--- config.mk ---
export PLATFORM = sky130hd
export DESIGN_NAME = wb_port_arbiter
export DESIGN_NICKNAME = d
export VERILOG_FILES = /design/src/rtl/wb_port_arbiter.sv
export SDC_FILE = /design/constraint.sdc
export NUM_CORES = 1
export LEC_CHECK = 0
export ABC_AREA = 1
export BUFFER_PORTS_ARGS = -buffer_cell sky130_fd_sc_hd__buf_2
export CELL_PAD_IN_SITES_DETAIL_PLACEMENT = 0
export CELL_PAD_IN_SITES_GLOBAL_PLACEMENT = 1
export CORE_ASPECT_RATIO = 0.75
export CORE_MARGIN = 2
export CORE_UTILIZATION = 35
export CTS_CLUSTER_DIAMETER = 80
export DETAILED_ROUTE_END_ITERATION = 10
export PLACE_DENSITY_LB_ADDON = 0.08
export SYNTH_ARGS = -nofsm -noshare
export SYNTH_HDL_FRONTEND = slang
export SYNTH_SLANG_ARGS = --single-unit
export TNS_END_PERCENT = 30
--- constraint.sdc ---
create_clock -name clk -period 3 [get_ports clk]
set_clock_uncertainty 0.1 [all_clocks]
set_input_delay 0 -clock clk [delete_from_list [all_inputs] [get_ports clk]]
set_output_delay 0 -clock clk [all_outputs]
set_load 0.01 [all_outputs]
--- src/rtl/wb_port_arbiter.sv ---
// wb_port_arbiter
// Arbitrates the single register-file write port between the WB stage and the
// long-latency unit (mul/div). LLU results wait in a small FIFO; a busy
// scoreboard tells the hazard unit which registers still have an LLU write
// pending. When the FIFO fills, or its head has been refused for too long, the
// pipeline is stalled until the FIFO has been emptied.
// Optional statistics counters are enabled by defining WB_ARB_STATS_EN.
module wb_port_arbiter #(
  parameter int DEPTH    = 2,
  parameter int MAX_WAIT = 4
) (
  input  logic        clk,
  input  logic        rst,
  input  logic        W_reg_write_enable,
  input  logic [4:0]  W_rd,
  input  logic [31:0] W_wb_data,
  input  logic        llu_issue,
  input  logic [4:0]  llu_issue_rd,
  input  logic        llu_valid,
  input  logic [4:0]  llu_rd,
  input  logic [31:0] llu_data,
  output logic        llu_ready,
  output logic        rf_we,
  output logic [4:0]  rf_waddr,
  output logic [31:0] rf_wdata,
  output logic        stall_o,
  output logic [31:0] busy_vec
`ifdef WB_ARB_STATS_EN
  ,
  output logic [31:0] stat_stall_cnt,
  output logic [31:0] stat_llu_wr_cnt
`endif
);

  localparam int AW = $clog2(DEPTH);
  localparam int CW = $clog2(DEPTH) + 1;
  localparam int WW = $clog2(MAX_WAIT + 1);
  localparam logic [CW-1:0] FULL_CNT = CW'(DEPTH);
  localparam logic [WW-1:0] WAIT_LIM = WW'(MAX_WAIT);

  typedef enum logic {NORMAL, DRAIN} state_t;

  state_t        state, state_next;
  logic [4:0]    fifo_rd   [DEPTH];
  logic [31:0]   fifo_data [DEPTH];
  logic [AW-1:0] wr_ptr, rd_ptr;
  logic [CW-1:0] count, count_next;
  logic [WW-1:0] wait_cnt, wait_next;
  logic          pipe_req, push, pop, fifo_empty;
  logic [4:0]    head_rd;
  logic [31:0]   head_data;
  logic [31:0]   busy_next;

  assign pipe_req   = W_reg_write_enable && (W_rd != 5'd0);
  // Readiness looks only at the occupancy, so a full FIFO never accepts even if it pops this cycle.
  assign llu_ready  = (count != FULL_CNT);
  // A result for x0 is acknowledged but never stored.
  assign push       = llu_valid && llu_ready && (llu_rd != 5'd0);
  assign fifo_empty = (count == '0);
  assign head_rd    = fifo_rd[rd_ptr];
  assign head_data  = fifo_data[rd_ptr];

  // Port grant, pop decision, next occupancy, starvation counter and next state.
  always_comb begin
    pop        = 1'b0;
    rf_we      = 1'b0;
    rf_waddr   = 5'd0;
    rf_wdata   = 32'd0;
    wait_next  = '0;
    state_next = state;
    case (state)
      NORMAL: begin
        if (pipe_req) begin
          rf_we    = 1'b1;
          rf_waddr = W_rd;
          rf_wdata = W_wb_data;
          if (!fifo_empty) wait_next = wait_cnt + WW'(1);
        end else if (!fifo_empty) begin
          pop      = 1'b1;
          rf_we    = 1'b1;
          rf_waddr = head_rd;
          rf_wdata = head_data;
        end
      end
      DRAIN: begin
        if (!fifo_empty) begin
          pop      = 1'b1;
          rf_we    = 1'b1;
          rf_waddr = head_rd;
          rf_wdata = head_data;
        end
      end
      default: state_next = NORMAL;
    endcase
    count_next = count + CW'(push) - CW'(pop);
    case (state)
      NORMAL:  if ((count_next == FULL_CNT) || (wait_next == WAIT_LIM)) state_next = DRAIN;
      DRAIN:   if (count_next == '0) state_next = NORMAL;
      default: state_next = NORMAL;
    endcase
  end

  // Scoreboard update: the LLU write to the register file clears, a new issue sets and wins a tie.
  always_comb begin
    busy_next = busy_vec;
    if (pop && (head_rd != 5'd0)) busy_next[head_rd] = 1'b0;
    if (llu_issue && (llu_issue_rd != 5'd0)) busy_next[llu_issue_rd] = 1'b1;
  end

  // FSM, FIFO bookkeeping, scoreboard and the registered stall output.
  always_ff @(posedge clk) begin
    if (rst) begin
      state    <= NORMAL;
      stall_o  <= 1'b0;
      wr_ptr   <= '0;
      rd_ptr   <= '0;
      count    <= '0;
      wait_cnt <= '0;
      busy_vec <= 32'd0;
    end else begin
      state    <= state_next;
      stall_o  <= (state_next == DRAIN);
      count    <= count_next;
      wait_cnt <= wait_next;
      busy_vec <= busy_next;
      if (push) wr_ptr <= wr_ptr + AW'(1);
      if (pop)  rd_ptr <= rd_ptr + AW'(1);
    end
  end

  // FIFO storage needs no reset; only the pointers and count define its contents.
  always_ff @(posedge clk) begin
    if (push) begin
      fifo_rd[wr_ptr]   <= llu_rd;
      fifo_data[wr_ptr] <= llu_data;
    end
  end

`ifdef WB_ARB_STATS_EN
  // Saturating counts of stalled cycles and of LLU writes into the register file.
  always_ff @(posedge clk) begin
    if (rst) begin
      stat_stall_cnt  <= 32'd0;
      stat_llu_wr_cnt <= 32'd0;
    end else begin
      if (stall_o && (stat_stall_cnt != 32'hFFFF_FFFF)) stat_stall_cnt <= stat_stall_cnt + 32'd1;
      if (pop && (stat_llu_wr_cnt != 32'hFFFF_FFFF)) stat_llu_wr_cnt <= stat_llu_wr_cnt + 32'd1;
    end
  end
`else
  // Statistics counters are not built in this configuration.
`endif

endmodule

---- Yosys cells after proc, flatten, opt, wreduce, memory -nomap -nowiden ----
Memories as Yosys holds them, arrays and structs flattened. A register that Yosys moved wholly into a read port is not among the register bits.
Cells that the tools add are included.
word-level totals
  memories kept ........................... 2
  register bits ........................... 40
  RAM bits ................................ 74
operators by class
  reductions and logical operators ........ 14
  order comparisons ....................... 4
  bitwise operators ....................... 4
  muxes and demuxes ....................... 29
  equality and inequality tests ........... 3
  add/subtract/negate cells ............... 5
memory list
  memory     words  width  rd ports  clocked after memory_dff  write ports  line  RTL
  fifo_data  2      32     1         1                         1            45    logic [31:0] fifo_data [DEPTH];
  fifo_rd    2      5      1         1                         1            44    logic [4:0] fifo_rd [DEPTH];
operators by type and width
  kind                                                                    count
  32-bit 2-to-1 mux                                                       4
  32-bit case mux with 2 select lines                                     1
  32-bit AND                                                              1
  32-bit inverter                                                         1
  32-bit OR                                                               1
  5-bit nonzero test                                                      4
  1-bit 2-to-1 mux                                                        13
  5-bit by 6-bit < comparator with 1-bit output (second input constant)   2
  1-bit demux with 5-bit select                                           2
  5-bit by 1-bit >= comparator with 1-bit output (second input constant)  2
  5-bit 2-to-1 mux                                                        2
  5-bit case mux with 2 select lines                                      1
  3-bit 2-to-1 mux                                                        3
  1-bit logical AND                                                       7
  1-bit case mux with 2 select lines                                      3
  2-bit zero test                                                         2
  3-bit by 1-bit adder with 3-bit output (second input constant)          1
  3-bit == test (second input constant)                                   1
  1-bit adder (second input constant)                                     2
  2-bit by 1-bit adder with 2-bit output                                  1
  2-bit == test (second input constant)                                   1
  2-bit != test (second input constant)                                   1
  2-bit by 1-bit subtractor with 2-bit output                             1
  1-bit logical OR                                                        1
  1-bit inverter                                                          1

---- Longest topological paths before layout ----
Gate-level depths: netlist of the first run.
  word-level depth ........................ 9
  gate-level depth with buffers ........... 12

---- Worst setup path after synthesis of the first run ----
No wires, ideal clock.
  kind .................................... reg2reg
  start point ............................. reg count[0]
  end point ............................... mem fifo_data[1][0], enable pin
  cell stages (with the launch flop) ...... 5
  path buffers ............................ 0
  arrival time ............................ 2291 ps
  required time ........................... 2467 ps
  setup slack ............................. 176 ps
  clock period less this slack ............ 2824 ps
  path through ............................ dfxtp_1 > inv_1 > a21boi_0 > nand2_1 > nor2_1
between the ends
  word-level cells in the longest chain between the ends .. 5
RTL lines
  what                                    line  RTL
  start, declared                         47    logic [CW-1:0] count, count_next;
  start signal, assigned                  123   count <= count_next;
  2-bit != test                           56    assign llu_ready = (count != FULL_CNT);
  1-bit logical AND (2 in series)         58    assign push = llu_valid && llu_ready && (llu_rd != 5'd0);
  1-bit 2-to-1 mux                        133   if (push) begin
  1-bit 2-to-1 mux (not written as such)  135   fifo_data[wr_ptr] <= llu_data;
  end, declared                           45
Every way passes these cells.

---- Final worst setup path of the first run ----
  start point ............................. reg state
  end point ............................... out rf_wdata[2]
between the ends
  word-level cells in the longest chain between the ends .. 2
RTL lines
  what                                     line  RTL
  start, declared                          43    state_t state, state_next;
  start signal, assigned                   121   state <= state_next;
  1-bit inverter                           n/a
  32-bit case mux with 2 select lines (*)  71    case (state)
  end, declared                            25    output logic [31:0] rf_wdata,
Mark *: on every way between the ends. The rest lies on a longest branch, timed or not.

==> results of run 1 <==
[cell families after synthesis]
family	share of synthesized area (%)
simple gates	18.1
flops	60.3
compound gates	9.60
buf+inv	4.41
mux	6.35
xor+xnor	0.521
fa+ha+maj	0.744
[layer usage]
| layer | global-route usage, % | up-vias | wire [µm] |
|---|---|---|---|
| li1 | - | 2153 | - |
| met5 | 0 | - | 0 |
| met4 | 4.88 | 0 | 37 |
| met1 | 25.7 | 1983 | 6740 |
| met3 | 5.58 | 2 | 812 |
| met2 | 28.3 | 122 | 6130 |
[timing repair]
| action | 4_1_cts | 5_1_grt |
|---|---|---|
| resized for setup | 0 | 0 |
| endpoints found under the hold margin | 108 | 0 |
| endpoints found under the setup margin | 0 | 0 |
| hold buffers | 51 | 0 |
[state kept, by name (all words and copies together), names as in the netlist, named ones only]
register   flops
fifo_data     64
rd_ptr         1
fifo_rd       10
wr_ptr         1
busy_vec      32
wait_cnt       3
count          2
state          1
[area by class of cell]
cell class,count,area (µm²)
fill,1317,6740
inverter,31,116
clock inverter,15,206
tap,175,219
clock buffer,17,425
multi-input combinational,341,1790
sequential,115,3040
timing repair buffer,213,1340
[power by group]
| part | internal (mW) | total [mW] | leakage [nW] | switching [mW] |
|---|---|---|---|---|
| Combinational | 0.505 | 1.41 | 1.62 | 0.907 |
| Clock | 1.40 | 2.15 | 0.305 | 0.754 |
| Sequential | 1.87 | 1.95 | 1.02 | 0.0784 |
[placed cells by master, fill, tap and decap left out, types with 2 or more instances in the layout]
master | Yosys | final
a21oi_1 | 15 | 15
a21oi_2 | 20 | 20
buf_2 | 4 | 155
buf_4 | 4 | 7
bufinv_16 | 0 | 4
clkbuf_16 | 0 | 17
clkinv_1 | 1 | 2
clkinv_4 | 0 | 6
dfxtp_1 | 41 | 40
dlygate4sd3_1 | 0 | 51
edfxtp_1 | 74 | 74
ha_1 | 3 | 3
inv_1 | 29 | 29
inv_6 | 0 | 2
mux2i_1 | 32 | 32
nand2_1 | 129 | 129
nand2_2 | 6 | 6
nand3_1 | 32 | 32
nor2_1 | 44 | 42
nor2_4 | 0 | 2
nor3_1 | 7 | 7
o21ai_0 | 44 | 44
xor2_1 | 2 | 2
[final timing paths]
kind	end	slack (ns)
worst min register to register	busy_vec[0]	0.32
worst min-delay path	wait_cnt[1]	0.10
worst max register to register	state	0.83
worst max-delay path	rf_wdata[2]	0.50
[per-stage QoR]
| stage | hold slack [ns] | worst slack, ns | total power, mW |
|---|---|---|---|
| 2_1_floorplan | -0.00113 | 0.176 | 2.86 |
| 3_3_place_gp | 0.0889 | 0.921 | 3.34 |
| 3_5_place_dp | 0.0915 | 0.837 | 3.37 |
| 4_1_cts | 0.0962 | 0.466 | 5.58 |
| 5_1_grt | 0.159 | 0.219 | 5.83 |
| 6_report | 0.101 | 0.496 | 5.51 |
[tightest hold or removal path, cell delays in order]
cell and delay [ns]:
buf_2 0.09, inv_1 0.04, nor2_1 0.07, nand2_2 0.14
nor3_1 0.08, inv_1 0.09, nor2_1 0.04
==> impl_metrics.yaml, run 1 <==
synthesis:
  synth_top_area_cell: "edfxtp_1"
  async_reset_ff_share_pct: 0
  synth_ff_type: "edfxtp_1"
  ys_top_cells_by_area: "edfxtp_1 (44%), dfxtp_1 (16%), nand2_1 (9.6%)"
  netlist_instances: 506
  synthDominantCellAreaShare_pct: 44.0
  ys_warn_count: 0
  ys_seq_area_share_pct: 60.3
  synth_edf_count: 74
  synth-seq-cells: 115
  synth_commonest_cells: "nand2_1 (129), edfxtp_1 (74), nor2_1 (44), o21ai_0 (44), dfxtp_1 (41)"
  syn_nets: 593
  synth.distinct_cells: 27
  syn_area_per_cell_um2: 9.97
  syn_area_um2: 5040
  yosysMostFrequentCell: "nand2_1"
setup_path:
  reg2reg_depth: 11
  critical_path_buf_inv_count: 2
  worstPathRequired_ns: 2.90
  rr_startpoint: "count[0]"
  max_stage_delay_ns: 0.85
  cpMaxStageDelayCell: "clkinv_1"
  critPathArrivalTime_ns: 2.40
  worst-setup-path-type: "flip-flop to output pin"
  path_cells: "nor2_1 > nand2_2 > clkinv_1 > nand2_1 > o21ai_0 > buf_2"
  setup.worst_path.start: "state"
  crit_path_start_kind: "flip-flop"
  critical_path_peak_fanout: 35
  path_delay_family: "buffers and inverters"
  crit_cells: 6
  critPathCaptureType: "output pin"
flow_run:
  cap_viol_max_count: 0
placement:
  dpl_cell_area_um2: 6000
  finalWeightedCongestion: 0.748
  port_buffers: 155
  place_hpwl_mm: 9.40
  place_inst: 824
power_and_ir_drop:
  vdd_drop_max_v: 0.000534
  powerDensity_nw_per_um2: 772
  leakage_nw: 2.94
route:
  ant_nets: 0
  via_count: 4260
  dr.pass1.iters: 4
  via_per_inst: 4.70
  first_iter_violations: 196
  finalWirelength_mm: 13.7
  avgRoutedWirePerCell_um: 15.1
  drc: 0
floorplan:
  start_util_pct: 36.3
  die_w_um: 143
  io_pins: 156
  coreArea_um2: 13900
  die_h_um: 108
  row_count: 37
  die_area_um2: 15400
global_routing:
  grt_first_pass_wirelength_mm: 21.4
  grt_overflow: 0
  grt_pass1_vias: 4213
  antenna_found_initial: 0
  grt_usage_pct: 18.5
  grt_max_degree: 39
run_status:
  outcome: "finished, final reports clean"
sta:
  setup_tns_ns: 0
  period_share_pct: 83.5
  period_minus_slack_ns: 2.50
  worst_pin_slew_ns: 1.10
  setup_viol: 0
  rsz0062_at_grt: "false"
  relSlewSlack_pct: 26.5
  max_freq_mhz: 399
  hold_viol_final: 0
  timing.final.max_slew_violations: 0
clock_network:
  numClockSinks: 115
  cts_buffers: 17
  root_buffer: "clkbuf_16"
  clk_latency_ns: 0.41
  cts_setup_buffers: 0
  h-tree-depth: 4
  tritoncts: "yes"
  path_clk_slew_ns: 0.06
  ctsLongestPathBuffers: 2
cells_and_area:
  nets: 806
  fin_area_um2: 7140
  layout-drive-gt1-share_pct: 30.7
  num_antenna_cells: 0
  fin_util_pct: 51.4
  final_cells: 907
  area.growth.synth_to_final_pct: 41.6
min_path:
  holdPathStages: 7
  hold_start: "W_reg_write_enable"
  hp-class: "input port to flip-flop"
Note: power is estimated with default switching activity, not from simulation.
==> run 2: changes to the inputs <==
clock period = 2.05 ns   (was 3 ns; I/O delays follow)
==> impl_metrics.yaml, run 2 (synthesis gave the netlist of run 1 again) <==
route:
  ant_nets: 0
  via_count: 4253
  dr.pass1.iters: 4
  finalWirelength_mm: 13.1
  drc: 0
  via_per_inst: 4.66
  first_iter_violations: 183
  avgRoutedWirePerCell_um: 14.3
cells_and_area:
  largest_register_ffs: 64
  nFillCells: 1274
  nets: 811
  fin_util_pct: 51.7
  regMostFlops: "fifo_data"
  layout-drive-gt1-share_pct: 33.0
  layout_common_cells: "buf_2 (155), nand2_1 (128), edfxtp_1 (74)"
  final_cells: 912
  largestRegisters: "fifo_data x64, busy_vec x32, fifo_rd x10"
  num_antenna_cells: 0
  area.growth.synth_to_final_pct: 42.3
  fin_area_um2: 7180
  layout_commonest_cell: "buf_2"
global_routing:
  grt_usage_pct: 17.5
  antenna_found_initial: 0
  grt_max_degree: 38
  grt_overflow: 0
  grt_first_pass_wirelength_mm: 20.5
  grt_pass1_vias: 4111
floorplan:
  die_w_um: 143
  die_h_um: 108
  die_area_um2: 15400
  start_util_pct: 36.3
  io_pins: 156
  coreArea_um2: 13900
  row_count: 37
sta:
  max_freq_mhz: 522
  period_minus_slack_ns: 1.92
  relSlewSlack_pct: 48.9
  setup_viol: 0
  timing.final.max_slew_violations: 0
  timing.final.ws_setup_ns: 0.135
  worst_pin_slew_ns: 0.764
  hold_viol_final: 0
  rsz0062_at_grt: "false"
  period_share_pct: 93.4
clock_network:
  root_buffer: "clkbuf_16"
  ctsLongestPathBuffers: 2
  clk_latency_ns: 0.40
  cts_buffers: 17
  h-tree-depth: 4
  numClockSinks: 115
  path_clk_slew_ns: 0.06
  tritoncts: "yes"
placement:
  port_buffers: 155
  pre_cts_slack_ns: 0.0279
  finalWeightedCongestion: 0.776
  dpl_cell_area_um2: 6080
  place_inst: 831
  place_hpwl_mm: 9.26
setup_path:
  path_common_cell: "nand2_1"
  worst-setup-path-type: "flip-flop to flip-flop"
  r2r_slack_ns: 0.13
  worstPathRequired_ns: 2.24
  critPathCaptureType: "flip-flop"
  crit_path_start_kind: "flip-flop"
  rr_startpoint: "count[0]"
  reg2reg_depth: 11
  path_cells: "inv_2 > a21boi_2 > nand2_1 > ha_1 > inv_1 > ha_2 > xnor2_1 > xor2_1 > nand2_1 > nand2_1 > o21ai_0"
  max_stage_delay_ns: 0.34
  critPathArrivalTime_ns: 2.11
  r2r_end: "state"
  critical_path_peak_fanout: 3
  cpMaxStageDelayCell: "dfxtp_2"
power_and_ir_drop:
  pwr-share-comb_pct: 27.9
  switching_share_pct: 32.9
  powerDensity_nw_per_um2: 1100
  vdd_drop_max_v: 0.000687
  intPower_mw: 5.28
  switchingPower_mw: 2.59
  total_power_mw: 7.87
  leakage_nw: 2.95
  clockPowerShare_pct: 35.9
  seqPwrFrac_pct: 36.2
run_status:
  outcome: "finished, final reports clean"
flow_run:
  cap_viol_max_count: 0
min_path:
  hp-class: "input port to flip-flop"
  hold_start: "W_reg_write_enable"
  min_to: "wait_cnt[1]"
  holdPathStages: 7
run 2: repair_timing:
| action | 4_1_cts | 5_1_grt |
|---|---|---|
| buffers inserted | 0 | 1 |
| hold buffers | 48 | 0 |
| resized for setup | 1 | 13 |
| hold endpoints to repair | 115 | 0 |
| endpoints found under the setup margin | 28 | 38 |
| pin swaps | 0 | 6 |
run 2: stage by stage:
step	TNS, ns	hold WS [ns]
3_5_place_dp	0	0.0907
2_1_floorplan	-11.78	-0.00113
3_3_place_gp	0	0.0889
6_report	0	0.129
4_1_cts	0	0.0925
5_1_grt	0	0.173
run 2: routing by layer:
metal / share of wire [%] / global-route usage, %
met1: 47 / 24.0
met2: 45 / 27.3
met4: 1.1 / 5.52
met3: 6.6 / 4.83
met5: 0 / 0
run 2: layout make-up:
type / instances / area (µm²) / area share, %
Sequential cell: 115 / 3050 / 42.4
Tap cell: 175 / 219 / 3.05
Multi-Input combinational cell: 341 / 1820 / 25.3
Clock buffer: 17 / 425 / 5.93
Inverter: 31 / 116 / 1.62
Clock inverter: 15 / 148 / 2.06
Timing Repair Buffer: 218 / 1410 / 19.6
run 2: how the worst max path moves through the flow:
stage | from | end | slack, ns | depth (start not counted)
finish | count[0] | state | 0.13 | 11
global route | count[0] | state | 0.002 | 11
CTS | state | rf_wdata[19] | 0.02 | 6
detailed placement | count[0] | state | 0.03 | 11
global placement | count[0] | state | 0.08 | 11
floorplan | count[0] | fifo_data[1][0] | -0.17 | 4
run 2: power by group through the flow:
stage	registers [mW]	clock network (mW)	logic [mW]
final	2.85	2.82	2.20
after global routing	2.87	3.00	2.45
after CTS	2.84	2.89	2.17
after detailed placement	2.89	0	2.09
after global placement	2.88	0	2.07
after floorplan	2.86	0	1.33
run 2: critical path: cells and delay by family (launching register included):
| family | cells | cell delay (ns) |
|---|---|---|
| compound gates | 2 | 0.22 |
| xor+xnor | 2 | 0.39 |
| flops | 1 | 0.34 |
| simple gates | 3 | 0.23 |
| buf+inv | 2 | 0.08 |
| fa+ha+maj | 2 | 0.44 |
==> run 3: changes to the inputs <==
CTS_BUF_LIST = sky130_fd_sc_hd__clkbuf_16   (was not set)
clock period = 1.7 ns   (was 2.05 ns; I/O delays follow)
==> impl_metrics.yaml, run 3 (synthesis gave the netlist of run 1 again) <==
run_status:
  outcome: "finished, violations left"
  violations: "setup timing"
flow_run:
  cap_viol_max_count: 0
power_and_ir_drop:
  clockPowerShare_pct: 31.2
  vdd_drop_max_v: 0.000888
  pwr-share-comb_pct: 34.8
  powerDensity_nw_per_um2: 1300
  switching_share_pct: 34.3
  leakage_nw: 3.23
  intPower_mw: 6.68
  seqPwrFrac_pct: 34.0
  switchingPower_mw: 3.48
setup_path:
  critPathCaptureType: "output pin"
  crit_path_start_kind: "flip-flop"
  cp-endpoint: "rf_wdata[4]"
  r2r_end: "state"
  critPathArrivalTime_ns: 1.72
  worstPathRequired_ns: 1.60
  setup.worst_path.start: "state"
  reg2reg_depth: 11
  r2r_slack_ns: -0.10
  rr_startpoint: "count[0]"
  worst-setup-path-type: "flip-flop to output pin"
  critical_path_peak_fanout: 7
global_routing:
  grt_pass1_vias: 4345
  grt_usage_pct: 19.4
  grt_overflow: 0
  antenna_found_initial: 1
  grt_max_degree: 38
  grt_first_pass_wirelength_mm: 22.2
clock_network:
  numClockSinks: 115
  path_clk_slew_ns: 0.05
  h-tree-depth: 4
  root_buffer: "clkbuf_16"
  cts_buffers: 17
  tritoncts: "yes"
  ctsLongestPathBuffers: 2
  clk_latency_ns: 0.41
route:
  via_count: 4408
  avgRoutedWirePerCell_um: 15.8
  dr.pass1.iters: 5
  dr.max_layer_used: "met4"
  finalWirelength_mm: 14.7
  route.met2.wl_mm: 6.61
  first_iter_violations: 202
  wl_met3_um: 780
  ant_nets: 0
  via_per_inst: 4.71
  wl_met1_mm: 7.16
  drc: 0
floorplan:
  start_util_pct: 36.3
  die_area_um2: 15400
  io_pins: 156
  coreArea_um2: 13900
  row_count: 37
  die_h_um: 108
  die_w_um: 143
sta:
  hold_viol_final: 0
  timing.final.max_slew_violations: 0
  period_share_pct: 107
  period_minus_slack_ns: 1.82
  relSlewSlack_pct: 56.6
  setup_viol: 37
  rsz0062_at_grt: "true"
  timing.final.ws_setup_ns: -0.119
  holdWs_ns: 0.198
  worst_pin_slew_ns: 0.647
  max_freq_mhz: 550
cells_and_area:
  nFillCells: 1257
  largest_register_ffs: 64
  final_cells: 935
  layout_commonest_cell: "buf_2"
  area.growth.synth_to_final_pct: 54.9
  largestRegisters: "fifo_data x64, busy_vec x32, fifo_rd x10"
  regMostFlops: "fifo_data"
  nets: 833
  layout_common_cells: "buf_2 (153), nand2_1 (90), edfxtp_1 (74)"
  layout-drive-gt1-share_pct: 43.6
placement:
  port_buffers: 155
  pre_cts_slack_ns: -0.160
  place_hpwl_mm: 9.46
  finalWeightedCongestion: 0.817
  place_inst: 846
min_path:
  hp-class: "input port to output pin"
run 3: power groups by stage:
stage               combinational, mW  sequential (mW)  clock [mW]
finish                           3.53             3.46        3.17
global route                     3.86             3.49        3.40
global placement                 2.78             3.48           0
CTS                              3.22             3.44        3.25
floorplan                        1.69             3.48           0
detailed placement               2.81             3.49           0
run 3: timing repair:
item,CTS,global route
cloned,3,3
endpoints found under the hold margin,113,0
pin swaps,6,3
hold buffers,47,0
setup endpoints to repair,39,136
buffers inserted,3,0
resized for setup,62,75
run 3: worst min-delay path by stage:
| stage | depth (start not counted) | end | start |
|---|---|---|---|
| CTS | 8 | rd_ptr | W_reg_write_enable |
| global route | 2 | fifo_data[0][21] | llu_data[21] |
| detailed placement | 1 | fifo_data[1][25] | llu_data[25] |
| floorplan | 0 | fifo_data[0][0] | llu_data[0] |
| finish | 4 | rf_wdata[8] | W_wb_data[8] |
| global placement | 1 | fifo_data[0][12] | llu_data[12] |
run 3: cell type report:
type,instances,area [µm²],share of cell area (%)
Inverter,31,134,1.71
Clock inverter,15,113,1.44
Clock buffer,17,425,5.44
Tap cell,175,219,2.80
Antenna cell,1,2.50,0.0320
Sequential cell,115,3060,39.1
Multi-Input combinational cell,341,2120,27.1
Timing Repair Buffer,240,1750,22.4
run 3: metal layers:
layer | global-route usage [%] | vias up
met5 | 0 | -
met4 | 7.99 | 0
met3 | 4.87 | 14
met2 | 30.0 | 117
met1 | 26.1 | 2053
li1 | - | 2224
run 3: through the flow:
| stage | instance area [µm²] | setup TNS [ns] | power [mW] | utilization [%] |
|---|---|---|---|---|
| floorplan | 5130 | -4.51 | 5.17 | - |
| global placement | 6280 | -0.124 | 6.26 | 45.2 |
| detailed placement | 6280 | -0.208 | 6.31 | 45.2 |
| CTS | 7490 | -3.76 | 9.92 | 53.9 |
| global route | 7810 | -6.37 | 10.7 | 56.3 |
| finish | 7820 | -2.63 | 10.2 | 56.3 |
run 3: worst max-delay path: stages, from the launching register on:
cell and delay [ns]:
dfxtp_2 0.33, nor2_4 0.11, buf_6 0.12, nand2_4 0.06, buf_6 0.14, clkinv_8 0.10, clkbuf_16 0.16, nand2_2 0.04
o21ai_1 0.08, buf_2 0.15
